**src/rtl/alu_cmd_sequencer.sv**
```systemverilog
// Initiator for a combinational ALU port: accepts commands over valid/ready,
// issues registered operands, captures the result and returns it over valid/ready.
module alu_cmd_sequencer #(
   parameter int W     = 8,
   parameter int CNT_W = 16
) (
   input  logic             clk,
   input  logic             rst,
   input  logic             cmd_valid,
   output logic             cmd_ready,
   input  logic [3:0]       cmd_op,
   input  logic [W-1:0]     cmd_a,
   input  logic [W-1:0]     cmd_b,
   input  logic             cmd_chain,
   output logic [W-1:0]     alu_a,
   output logic [W-1:0]     alu_b,
   output logic [3:0]       alu_op,
   input  logic [W-1:0]     alu_out,
   input  logic [3:0]       alu_flag,
   output logic             res_valid,
   input  logic             res_ready,
   output logic [W-1:0]     res_data,
   output logic [3:0]       res_flag,
   output logic             res_err,
   output logic             busy,
   output logic [CNT_W-1:0] op_count,
   output logic [CNT_W-1:0] err_count
);

   typedef enum logic [1:0] {IDLE, EXEC, DONE} state_t;

   state_t       state, state_nxt;
   logic         accept;
   logic         bad_cmd;
   logic [W-1:0] last_res;

   assign accept  = cmd_valid && (state == IDLE);
   assign bad_cmd = (cmd_op > 4'hB) || ((cmd_op == 4'h3) && (cmd_b == '0));

   always_ff @(posedge clk) begin
      if (rst) state <= IDLE;
      else     state <= state_nxt;
   end

   always_comb begin
      state_nxt = state;
      case (state)
         IDLE:    if (accept) state_nxt = bad_cmd ? DONE : EXEC;
         EXEC:    state_nxt = DONE;
         DONE:    if (res_ready) state_nxt = IDLE;
         default: state_nxt = IDLE;
      endcase
   end

   always_comb begin
      cmd_ready = (state == IDLE);
      res_valid = (state == DONE);
      busy      = (state != IDLE);
   end

   always_ff @(posedge clk) begin
      if (rst) begin
         alu_a     <= '0;
         alu_b     <= '0;
         alu_op    <= 4'hF;
         res_data  <= '0;
         res_flag  <= '0;
         res_err   <= 1'b0;
         last_res  <= '0;
         op_count  <= '0;
         err_count <= '0;
      end else begin
         case (state)
            IDLE: begin
               // Rejected commands leave the ALU operands untouched.
               if (accept) begin
                  if (bad_cmd) begin
                     res_err  <= 1'b1;
                     res_data <= '0;
                     res_flag <= '0;
                  end else begin
                     alu_op <= cmd_op;
                     alu_b  <= cmd_b;
                     alu_a  <= cmd_chain ? last_res : cmd_a;
                  end
               end
            end
            EXEC: begin
               res_data <= alu_out;
               res_flag <= alu_flag;
               res_err  <= 1'b0;
               last_res <= alu_out;
            end
            DONE: begin
               if (res_ready) begin
                  if (op_count != '1) op_count <= op_count + CNT_W'(1);
                  if (res_err && (err_count != '1)) err_count <= err_count + CNT_W'(1);
               end
            end
            default: ;
         endcase
      end
   end

endmodule

```
**config.mk**
```make
export PLATFORM = sky130hd
export DESIGN_NAME = alu_cmd_sequencer
export DESIGN_NICKNAME = d
export VERILOG_FILES = /design/src/rtl/alu_cmd_sequencer.sv
export SDC_FILE = /design/constraint.sdc
export NUM_CORES = 1
export LEC_CHECK = 0
export CAP_MARGIN = 20
export CORE_MARGIN = 4
export CORE_UTILIZATION = 45
export CTS_BUF_LIST = sky130_fd_sc_hd__clkbuf_2
export CTS_CLUSTER_SIZE = 30
export DETAILED_ROUTE_END_ITERATION = 6
export PLACE_DENSITY = 0.8
export SLEW_MARGIN = 10
export SYNTH_ARGS = -nofsm -noshare
export SYNTH_HDL_FRONTEND = slang
export SYNTH_SLANG_ARGS = --single-unit
```
**constraint.sdc**
```tcl
create_clock -name clk -period 3.4 [get_ports clk]
set_input_delay 0.34 -clock clk [delete_from_list [all_inputs] [get_ports clk]]
set_output_delay 0.34 -clock clk [all_outputs]
set_load 0.02 [all_outputs]
```
After elaboration in Yosys (flattened, before gate mapping)
Cells that the tools add are included.

Add/subtract/negate cells: 2. $lt $le $gt $ge: 1. Equal/unequal tests: 8. Muxes and demuxes: 14. Bitwise gates (word level): 1. Reduce and logical (&&, ||, !) cells: 13.

Operator list (count): $add A16 B1 Y16 const B (2); $ne A16 B16 Y1 const B (2); $mux W8 (3); $pmux W8 S2 (1); $reduce_and A3 Y1 (4); $logic_not A8 Y1 (1); $mux W4 (2); $pmux W4 S2 (1); $mux W2 (3); $ne A2 B1 Y1 const B (3); $pmux W2 S3 (1); $eq A4 B2 Y1 const B (1); $gt A4 B4 Y1 const B (1); $reduce_bool A2 Y1 (2); $logic_and A1 B1 Y1 (3); $eq A2 B1 Y1 const B (1); $eq A2 B2 Y1 const B (1); $logic_not A2 Y1 (1); $mux W1 (2); $pmux W1 S2 (1); $reduce_and A2 Y1 (1); $logic_or A1 B1 Y1 (1); $not A1 Y1 (1).

Register bits after elaboration: 75. Output and inout bits: 68. Logic and storage cells: 49.

Depth between registers and ports, before layout
Gate-level depths: netlist (run 1).

Depth after elaboration: 6. Depth in mapped cells: 5. Gate-level depth less buffers: 5.

Least setup slack after synthesis (run 1)
OpenSTA, ideal clock, no wires.

Kind: reg2reg. Start: register err_count[0]. End: register err_count[0]. Library setup time: 0.121 ns. Arrival time: 1.702 ns. Required time: 3.279 ns. Slack: 1.577 ns. Stages on the path, launching flop included: 6. Path buffers: 0. Cell sequence: dfxtp_1 ha_1 nand4_1 nor4_4 a31oi_2 mux2_4.

Cells in the longest elaborated chain, start to end: 3.

RTL lines: start, declared (RTL line 27) `output logic [CNT_W-1:0] err_count`; start signal, assigned (RTL line 97) `if (res_err && (err_count != '1)) err_count <= err_count + CNT_W'(1);`; parallel branches: the longest is 3 deep, another holds $add A16 B1 Y16.

Several ways; the timed one is not identified. A chain may end at the register's enable or synchronous reset.

Worst setup path after layout (run 1)
Start: register state[1]. End: output port res_valid.

Cells in the longest elaborated chain, start to end: 1.

RTL lines: start, declared (RTL line 32) `state_t state, state_nxt;`; start signal, assigned (RTL line 42) `else state <= state_nxt;`; $eq A2 B2 Y1 (RTL line 57) `res_valid = (state == DONE);`; end, declared (RTL line 20) `output logic res_valid,`.

No other way between the ends.

==> results of run 1 <==
## Yosys cell counts, types with 8 or more instances
cell type / instances / share of area, %
clkbuf_1: 14 / 1.6
or4_1: 11 / 2.5
nor2b_1: 10 / 1.9
a211oi_1: 8 / 1.8
nor2_1: 16 / 1.8
o31ai_1: 10 / 2.2
nand4_1: 10 / 1.9
o21ai_0: 18 / 2.7
a21oi_1: 52 / 7.8
dfxtp_1: 75 / 45
mux2i_1: 10 / 3.0
nand2_1: 33 / 3.7
nand3_1: 38 / 5.7
## registers in the layout (all words and copies together), names as in the netlist
| register | flops |
|---|---|
| state | 2 |
| alu_b | 8 |
| res_flag | 4 |
| alu_op | 4 |
| res_data | 8 |
| res_err | 1 |
| last_res | 8 |
| err_count | 16 |
| op_count | 16 |
| alu_a | 8 |
## logic make-up (layout without fill, tap and decap cells)
logic type / after synthesis / count (layout) / synth area share (%)
flops: 75 / 75 / 44.9
fa+ha+maj: 2 / 2 / 0.749
simple gates: 154 / 154 / 26.2
mux: 16 / 16 / 5.13
compound gates: 108 / 108 / 19.7
buf+inv: 27 / 129 / 3.07
xor+xnor: 1 / 1 / 0.262
## cell usage in the layout (no fill, tap or decap), types with 6 or more instances in the layout
| master | count |
|---|---|
| mux2i_1 | 10 |
| or4_1 | 11 |
| a21oi_1 | 52 |
| and3_1 | 7 |
| nand2_1 | 33 |
| or3_1 | 6 |
| clkbuf_2 | 9 |
| nand3_1 | 38 |
| inv_1 | 6 |
| nand4_1 | 10 |
| o21ai_0 | 18 |
| nor2b_1 | 10 |
| nor2_1 | 16 |
| dfxtp_1 | 75 |
| a211oi_1 | 8 |
| o31ai_1 | 10 |
| clkdlybuf4s50_1 | 103 |
## routing by layer
metal / vias up / routed length (µm) / part of all wire, % / global-route usage (%)
met5: - / 0 / 0 / 0
met4: 0 / 68 / 0.78 / 6.26
met3: 8 / 680 / 7.8 / 8.01
met2: 102 / 4260 / 49 / 34.6
met1: 1549 / 3760 / 43 / 24.3
li1: 1643 / - / - / -
## power groups by stage
stage                     Sequential (mW)  Combinational [mW]  Clock [mW]
after global placement              0.951               0.249           0
after CTS                           0.935               0.254       0.578
after detailed placement            0.952               0.253           0
final                               0.936               0.251       0.561
after global routing                0.941               0.272       0.616
after floorplan                     0.980              0.0959           0
## metrics by stage
step | hold WS, ns | utilization, %
after floorplan | 0.436 | -
after global placement | 0.444 | 61.3
after detailed placement | 0.451 | 61.3
after CTS | 0.183 | 63.1
after global routing | 0.203 | 63.1
final | 0.228 | 63.1
## final cells by class
| type | instances | share of cell area [%] |
|---|---|---|
| multi-input cells | 281 | 38.0 |
| clock inverters | 7 | 1.97 |
| well taps | 99 | 2.70 |
| repair buffers | 107 | 23.1 |
| clock buffers | 9 | 0.984 |
| inverters | 6 | 0.492 |
| flip-flops and latches | 75 | 32.8 |
## how the worst max path moves through the flow
stage	to	cells after the start	slack [ns]
after global routing	res_valid	2	0.98
after global placement	alu_op[3]$_SDFFE_PP1P_	5	1.02
after detailed placement	res_flag[3]$_SDFFE_PP0P_	5	0.94
final	res_valid	2	1.16
after floorplan	err_count[0]$_SDFFE_PP0P_	5	1.58
after CTS	res_valid	2	1.10
==> results.sh, run 1 <==
export IMPL_timing_fmax_ghz=0.445
export IMPL_synth_enable_flop_cells=0
export IMPL_r2r_end="alu_op[3]$_SDFFE_PP1P_"
export IMPL_arrival_ns=1.90
export IMPL_crit_required_ns=3.06
export IMPL_hold_depth=2
export IMPL_end_kind="primary output"
export IMPL_clkSinkCount=75
export IMPL_p_sw_uw=516
export IMPL_ys_seq_area_share_pct=44.9
export IMPL_syn2layout_area_growth_pct=37.0
export IMPL_antenna_found_initial=0
export IMPL_post_place_cells=568
export IMPL_grt_overflow=0
export IMPL_multiInputGateArea_um2=1740
export IMPL_rsz0062_at_grt="false"
export IMPL_startpoint_type="register"
export IMPL_drc=0
export IMPL_cellPowerDensity_nw_per_um2=382
export IMPL_cts_root_buf="clkbuf_2"
export IMPL_netlist_instances=383
export IMPL_ir_worst_vdd_mv=0.274
export IMPL_worstPathCellList="nor2b_1 > clkdlybuf4s50_1"
export IMPL_fp_row_count=31
export IMPL_drtPass1Iterations=7
export IMPL_wl_per_cell_um=15.0
export IMPL_post_synth_cell_area_avg_um2=8.73
export IMPL_fin_cells=584
export IMPL_core_area_um2=7250
export IMPL_worstHoldStart="rst"
export IMPL_maxSlewHeadroom_pct=34.7
export IMPL_worst_pin_slew_ns=0.975
export IMPL_dp_hpwl_um=6490
export IMPL_place_ws_ns=0.938
export IMPL_swShare_pct=29.6
export IMPL_die_width_um=94.2
export IMPL_start_util_pct=46.1
export IMPL_post_route_min_period_ns=2.24
export IMPL_regToRegSetupSlack_ns=1.46
export IMPL_fin_setup_tns_ns=0
export IMPL_grt_util_all_layers_pct=20.6
export IMPL_slew_viol_final=0
export IMPL_final_antenna_net_count=0
export IMPL_fillers=628
export IMPL_layout_drive_gt1_share_pct=6.80
export IMPL_vias=3302
export IMPL_viasPerCell=5.65
export IMPL_grt_pass1_wl_um=14700
export IMPL_syn_area_um2=3340
export IMPL_slowest_stage="clkdlybuf4s50_1"
export IMPL_ctsHoldBuffers=0
export IMPL_post_dp_cell_area_um2=4440
export IMPL_internal_power_mw=1.23
export IMPL_grt_start_max_net_pins=52
export IMPL_r2r_cells=4
export IMPL_cts_made_buffers=9
export IMPL_die_area_um2=8870
export IMPL_max_stage_delay_ns=0.65
export IMPL_hold_path_class="primary input to register"
export IMPL_path_class="register to primary output"
export IMPL_first_iter_violations=125
export IMPL_min_period_over_period_pct=66.0
export IMPL_cts_tree="done"
export IMPL_clkPwrFrac_pct=32.1
export IMPL_port_buffers=104
export IMPL_fin_area_um2=4580
export IMPL_die_y_um=94.2
export IMPL_ys_ff_latch=75
export IMPL_fin_ws_ns=1.16
export IMPL_cap_viol_max_count=0
export IMPL_worst_path_max_fanout=7
export IMPL_crit_family="buffers and inverters"
export IMPL_critical_path_buf_inv_count=1
export IMPL_yosysWarningCount=0
export IMPL_ys_types=49
export IMPL_synth_nets=422
export IMPL_p_total_mw=1.75
export IMPL_gp_congestion=0.792
export IMPL_cts_buffer_depth=2
export IMPL_nNetsFinal=519
export IMPL_fin_skew_ns=0.0217
export IMPL_p_leak_nw=1.59
export IMPL_grt_pass1_vias=3178
export IMPL_r2r_start="state[1]$_SDFFE_PP0P_"
export IMPL_hold_viol_final=0
export IMPL_cts_repair_resized=0
export IMPL_clk_latency_ns=0.52
export IMPL_synthArstFlopShare_pct=0
export IMPL_seqPwrFrac_pct=53.5
export IMPL_regArea_um2=1500
export IMPL_synthFlopType="dfxtp_1"
export IMPL_diodes=0
export IMPL_status="completed"
export IMPL_post_cts_buffers=0
export IMPL_cts_htree_levels=3
export IMPL_startpoint="state[1]$_SDFFE_PP0P_"
export IMPL_pwr_share_comb_pct=14.4
export IMPL_finalSetupViolations=0
export IMPL_clk_pin_slew_ns=0.24
export IMPL_wl_um=8760
export IMPL_hold_path_end="op_count[10]$_SDFFE_PP0P_"
export IMPL_pin_count=105
Note: power is estimated with default switching activity, not from simulation.
==> run 2: changes to the inputs <==
- clock period: 3.4 -> 2.13 ns (I/O delays scaled with it)
==> results.sh, run 2 (synthesis results as in run 1) <==
export IMPL_r2r_end="err_count[0]$_SDFFE_PP0P_"
export IMPL_cts_root_buf="clkbuf_2"
export IMPL_die_area_um2=8870
export IMPL_grt_overflow=0
export IMPL_final_common_cell="clkdlybuf4s50_1"
export IMPL_viasPerCell=5.65
export IMPL_crit_required_ns=1.92
export IMPL_cts_made_buffers=9
export IMPL_wl_um=9120
export IMPL_nNetsFinal=533
export IMPL_worstPathCellList="clkdlybuf4s50_1"
export IMPL_max_stage_delay_ns=0.67
export IMPL_clkSinkCount=75
export IMPL_final_cell_mix="clkdlybuf4s50_1 (101), dfxtp_1 (74), a21oi_1 (52)"
export IMPL_arrival_ns=1.73
export IMPL_grt_pass1_vias=3112
export IMPL_cts_buffer_depth=2
export IMPL_dp_hpwl_um=6590
export IMPL_first_iter_violations=90
export IMPL_end_kind="primary output"
export IMPL_rsz0062_at_grt="false"
export IMPL_worstHoldStart="rst"
export IMPL_worst_path_max_fanout=7
export IMPL_hold_depth=3
export IMPL_hold_viol_final=0
export IMPL_vias=3376
export IMPL_path_class="register to primary output"
export IMPL_min_period_over_period_pct=91.1
export IMPL_cellPowerDensity_nw_per_um2=561
export IMPL_p_leak_nw=1.64
export IMPL_die_y_um=94.2
export IMPL_ctsHoldBuffers=0
export IMPL_cts_htree_levels=3
export IMPL_regToRegSetupSlack_ns=0.22
export IMPL_grt_pass1_wl_um=14600
export IMPL_top_regs="err_count x16, op_count x16"
export IMPL_maxSlewHeadroom_pct=62.5
export IMPL_port_buffers=104
export IMPL_start_util_pct=46.1
export IMPL_clk_latency_ns=0.52
export IMPL_gp_congestion=0.819
export IMPL_clk_pin_slew_ns=0.23
export IMPL_timing_fmax_ghz=0.516
export IMPL_grt_start_max_net_pins=46
export IMPL_grt_util_all_layers_pct=20.8
export IMPL_crit_family="buffers and inverters"
export IMPL_pin_count=105
export IMPL_startpoint_type="register"
export IMPL_status="completed"
export IMPL_die_width_um=94.2
export IMPL_core_area_um2=7250
export IMPL_critical_path_buf_inv_count=1
export IMPL_hold_path_end="alu_op[2]$_SDFFE_PP1P_"
export IMPL_drc=0
export IMPL_cap_viol_max_count=0
export IMPL_worst_pin_slew_ns=0.557
export IMPL_final_antenna_net_count=0
export IMPL_cts_tree="done"
export IMPL_post_route_min_period_ns=1.94
export IMPL_slowest_stage="clkdlybuf4s50_1"
export IMPL_fin_skew_ns=0.0190
export IMPL_diodes=0
export IMPL_hold_path_class="primary input to register"
export IMPL_antenna_found_initial=0
export IMPL_fin_setup_tns_ns=0
export IMPL_r2r_start="err_count[0]$_SDFFE_PP0P_"
export IMPL_r2r_cells=5
export IMPL_ir_worst_vdd_mv=0.320
export IMPL_wl_per_cell_um=15.2
export IMPL_p_total_mw=2.61
export IMPL_syn2layout_area_growth_pct=39.2
export IMPL_slew_viol_final=0
export IMPL_finalSetupViolations=0
export IMPL_layout_drive_gt1_share_pct=9.82
export IMPL_drtPass1Iterations=4
export IMPL_fp_row_count=31
==> run 2: changes by cell type in the layout (fill, tap and decap cells not counted), sizes merged <==
cell,previous run,this run
dlymetal6s2s,0,1
clkdlybuf4s50,103,101
clkinvlp,0,4
dlygate4sd2,0,1
bufinv,1,0
buf,4,18
inv,12,8
clkinv,0,1
==> run 2: final cells by class <==
| type | count | area, µm² |
|---|---|---|
| Fill cell | 637 | 2600 |
| Multi-Input combinational cell | 281 | 1740 |
| Sequential cell | 75 | 1500 |
| Timing Repair Buffer | 121 | 1160 |
| Tap cell | 99 | 124 |
| Clock inverter | 7 | 52.6 |
| Clock buffer | 9 | 45.0 |
| Inverter | 6 | 22.5 |
==> run 2: how the worst max path moves through the flow <==
stage,startpoint,to,slack [ns],cells past startpoint
finish,err_count[5]$_SDFFE_PP0P_,err_count[5],0.19,1
detailed placement,res_ready,op_count[15]$_SDFFE_PP0P_,0.09,5
CTS,state[1]$_SDFFE_PP0P_,res_valid,0.03,2
global placement,res_ready,err_count[15]$_SDFFE_PP0P_,0.13,5
global route,state[0]$_SDFFE_PP0P_,busy,0.07,3
floorplan,err_count[0]$_SDFFE_PP0P_,err_count[0]$_SDFFE_PP0P_,0.31,5
==> run 2: per-layer routing <==
metal	vias up	track usage [%]	share of wire, %
li1	1671	-	-
met1	1587	25.2	42
met2	110	34.0	49
met3	8	8.25	8.0
met4	0	6.02	0.92
met5	-	0	0
==> run 2: through the flow <==
step,util [%],worst slack [ns],std cells,cell area [µm²],hold WS [ns]
final,64.1,0.190,598,4650,0.133
after global routing,64.1,0.0734,598,4650,0.116
after CTS,64.1,0.0252,598,4650,0.0873
after detailed placement,62.7,0.0929,582,4550,0.451
after global placement,62.7,0.129,582,4550,0.444
after floorplan,-,0.307,383,3340,0.346
==> run 2: where the power goes <==
part / leakage (nW) / internal [mW] / switching, mW
Sequential: 0.610 / 1.46 / 0.0327
Combinational: 0.983 / 0.206 / 0.214
Clock: 0.0509 / 0.158 / 0.541
==> run 2: repair_timing <==
item                                    4_1_cts  5_1_grt
buffers inserted                              0        0
endpoints found under the setup margin        2        2
gates resized for setup                       2        2
hold endpoints to repair                      0        0
==> run 2: worst reg2reg max path, stage by stage, from the launching register on <==
cell and delay [ns]:
dfxtp_1 0.43, ha_1 0.24, nand4_1 0.20, nor4_4 0.44, a31oi_2 0.21, mux2_4 0.32
==> run 3: changes to the inputs <==
- clock period: 2.13 -> 2.3 ns (I/O delays scaled with it)
==> results.sh, run 3 (synthesis results as in run 1) <==
export IMPL_status="completed"
export IMPL_syn2layout_area_growth_pct=37.9
export IMPL_clkSinkCount=75
export IMPL_internal_power_mw=1.69
export IMPL_swShare_pct=29.8
export IMPL_post_cts_buffers=0
export IMPL_clkPwrFrac_pct=26.6
export IMPL_final_cell_mix="clkdlybuf4s50_1 (103), dfxtp_1 (75), a21oi_1 (52)"
export IMPL_arrival_ns=1.89
export IMPL_nNetsFinal=528
export IMPL_port_buffers=104
export IMPL_die_area_um2=8870
export IMPL_antenna_found_initial=0
export IMPL_maxSlewHeadroom_pct=61.8
export IMPL_wl_um=8680
export IMPL_slew_viol_final=0
export IMPL_cts_htree_levels=3
export IMPL_layout_drive_gt1_share_pct=8.30
export IMPL_first_iter_violations=75
export IMPL_wl_per_cell_um=14.6
export IMPL_hold_path_class="primary input to register"
export IMPL_fin_setup_tns_ns=0
export IMPL_fin_ws_ns=0.185
export IMPL_drtPass1Iterations=4
export IMPL_grt_overflow=0
export IMPL_pin_count=105
export IMPL_path_class="register to primary output"
export IMPL_cts_made_buffers=9
export IMPL_pwr_share_comb_pct=15.9
export IMPL_core_area_um2=7250
export IMPL_clk_pin_slew_ns=0.19
export IMPL_end_kind="primary output"
export IMPL_dp_hpwl_um=6550
export IMPL_ir_worst_vdd_mv=0.320
export IMPL_cts_buffer_depth=2
export IMPL_fp_row_count=31
export IMPL_post_route_min_period_ns=2.12
export IMPL_min_period_over_period_pct=92.0
export IMPL_cts_root_buf="clkbuf_2"
export IMPL_worst_path_max_fanout=7
export IMPL_place_ws_ns=0.197
export IMPL_gp_congestion=0.834
export IMPL_startpoint_type="register"
export IMPL_die_y_um=94.2
export IMPL_top_regs="err_count x16, op_count x16"
export IMPL_p_leak_nw=1.61
export IMPL_fillers=648
export IMPL_grt_util_all_layers_pct=20.0
export IMPL_finalSetupViolations=0
export IMPL_ctsHoldBuffers=0
export IMPL_cellPowerDensity_nw_per_um2=521
export IMPL_vias=3288
export IMPL_crit_required_ns=2.07
export IMPL_diodes=0
export IMPL_grt_pass1_wl_um=14400
export IMPL_fin_skew_ns=0.0357
export IMPL_cts_repair_resized=0
export IMPL_viasPerCell=5.54
export IMPL_rsz0062_at_grt="false"
export IMPL_start_util_pct=46.1
export IMPL_timing_fmax_ghz=0.473
export IMPL_cap_viol_max_count=0
export IMPL_clk_latency_ns=0.53
export IMPL_die_width_um=94.2
export IMPL_grt_pass1_vias=3106
export IMPL_hold_viol_final=0
export IMPL_final_common_cell="clkdlybuf4s50_1"
export IMPL_p_sw_uw=715
export IMPL_worst_pin_slew_ns=0.568
export IMPL_grt_start_max_net_pins=47
export IMPL_drc=0
export IMPL_final_antenna_net_count=0
export IMPL_seqPwrFrac_pct=57.5
export IMPL_p_total_mw=2.40
export IMPL_cts_tree="done"
run 3: cell types whose count changed in the layout (fill, tap and decap cells not counted):
cell             previous run  this run
buf_4                      17        12
clkinvlp_4                  4         1
clkdlybuf4s50_1           101       103
clkinv_4                    0         2
clkinv_1                    0         1
dfxtp_1                    74        75
dfxtp_2                     1         0
dlygate4sd2_1               1         0
dlymetal6s2s_1              1         0
nor2_1                     15        16
nor2_2                      1         0
run 3: metal layers:
| metal | track usage, % | part of all wire (%) | vias to the layer above |
|---|---|---|---|
| met2 | 34.0 | 49 | 93 |
| met4 | 6.62 | 0.97 | 0 |
| met1 | 23.8 | 43 | 1528 |
| met3 | 6.41 | 6.6 | 9 |
| li1 | - | - | 1658 |
| met5 | 0 | 0 | - |
run 3: final cells by class:
type / instances / area [µm²] / area share [%]
Sequential cell: 75 / 1500 / 32.6
Timing Repair Buffer: 116 / 1130 / 24.4
Inverter: 6 / 22.5 / 0.489
Clock inverter: 7 / 51.3 / 1.11
Clock buffer: 9 / 45.0 / 0.977
Tap cell: 99 / 124 / 2.69
Multi-Input combinational cell: 281 / 1740 / 37.7
run 3: worst paths after layout:
path / endpoint / slack, ns / startpoint / depth (start not counted)
max: res_valid / 0.18 / state[1]$_SDFFE_PP0P_ / 2
min: alu_op[2]$_SDFFE_PP1P_ / 0.16 / rst / 3
min reg2reg: last_res[2]$_SDFFE_PP0N_ / 0.47 / last_res[2]$_SDFFE_PP0N_ / 2
max reg2reg: err_count[0]$_SDFFE_PP0P_ / 0.40 / err_count[0]$_SDFFE_PP0P_ / 5
run 3: critical path, cell delays in order, from the launching register on:
cell and delay [ns]:
dfxtp_1 0.49, nor2b_1 0.26, clkdlybuf4s50_1 0.64
run 3: per-stage QoR:
| step | area (µm²) | std cells | hold WS, ns | utilization, % |
|---|---|---|---|---|
| after CTS | 4610 | 593 | 0.142 | 63.5 |
| after floorplan | 3340 | 383 | 0.363 | - |
| after detailed placement | 4510 | 577 | 0.449 | 62.2 |
| after global routing | 4610 | 593 | 0.151 | 63.5 |
| final | 4610 | 593 | 0.165 | 63.5 |
| after global placement | 4510 | 577 | 0.446 | 62.2 |
run 3: power groups by stage:
stage | sequential [mW] | clock [mW] | combinational [mW]
6_report | 1.38 | 0.639 | 0.381
5_1_grt | 1.39 | 0.706 | 0.414
4_1_cts | 1.38 | 0.659 | 0.385
3_5_place_dp | 1.41 | 0 | 0.384
3_3_place_gp | 1.41 | 0 | 0.377
2_1_floorplan | 1.45 | 0 | 0.142
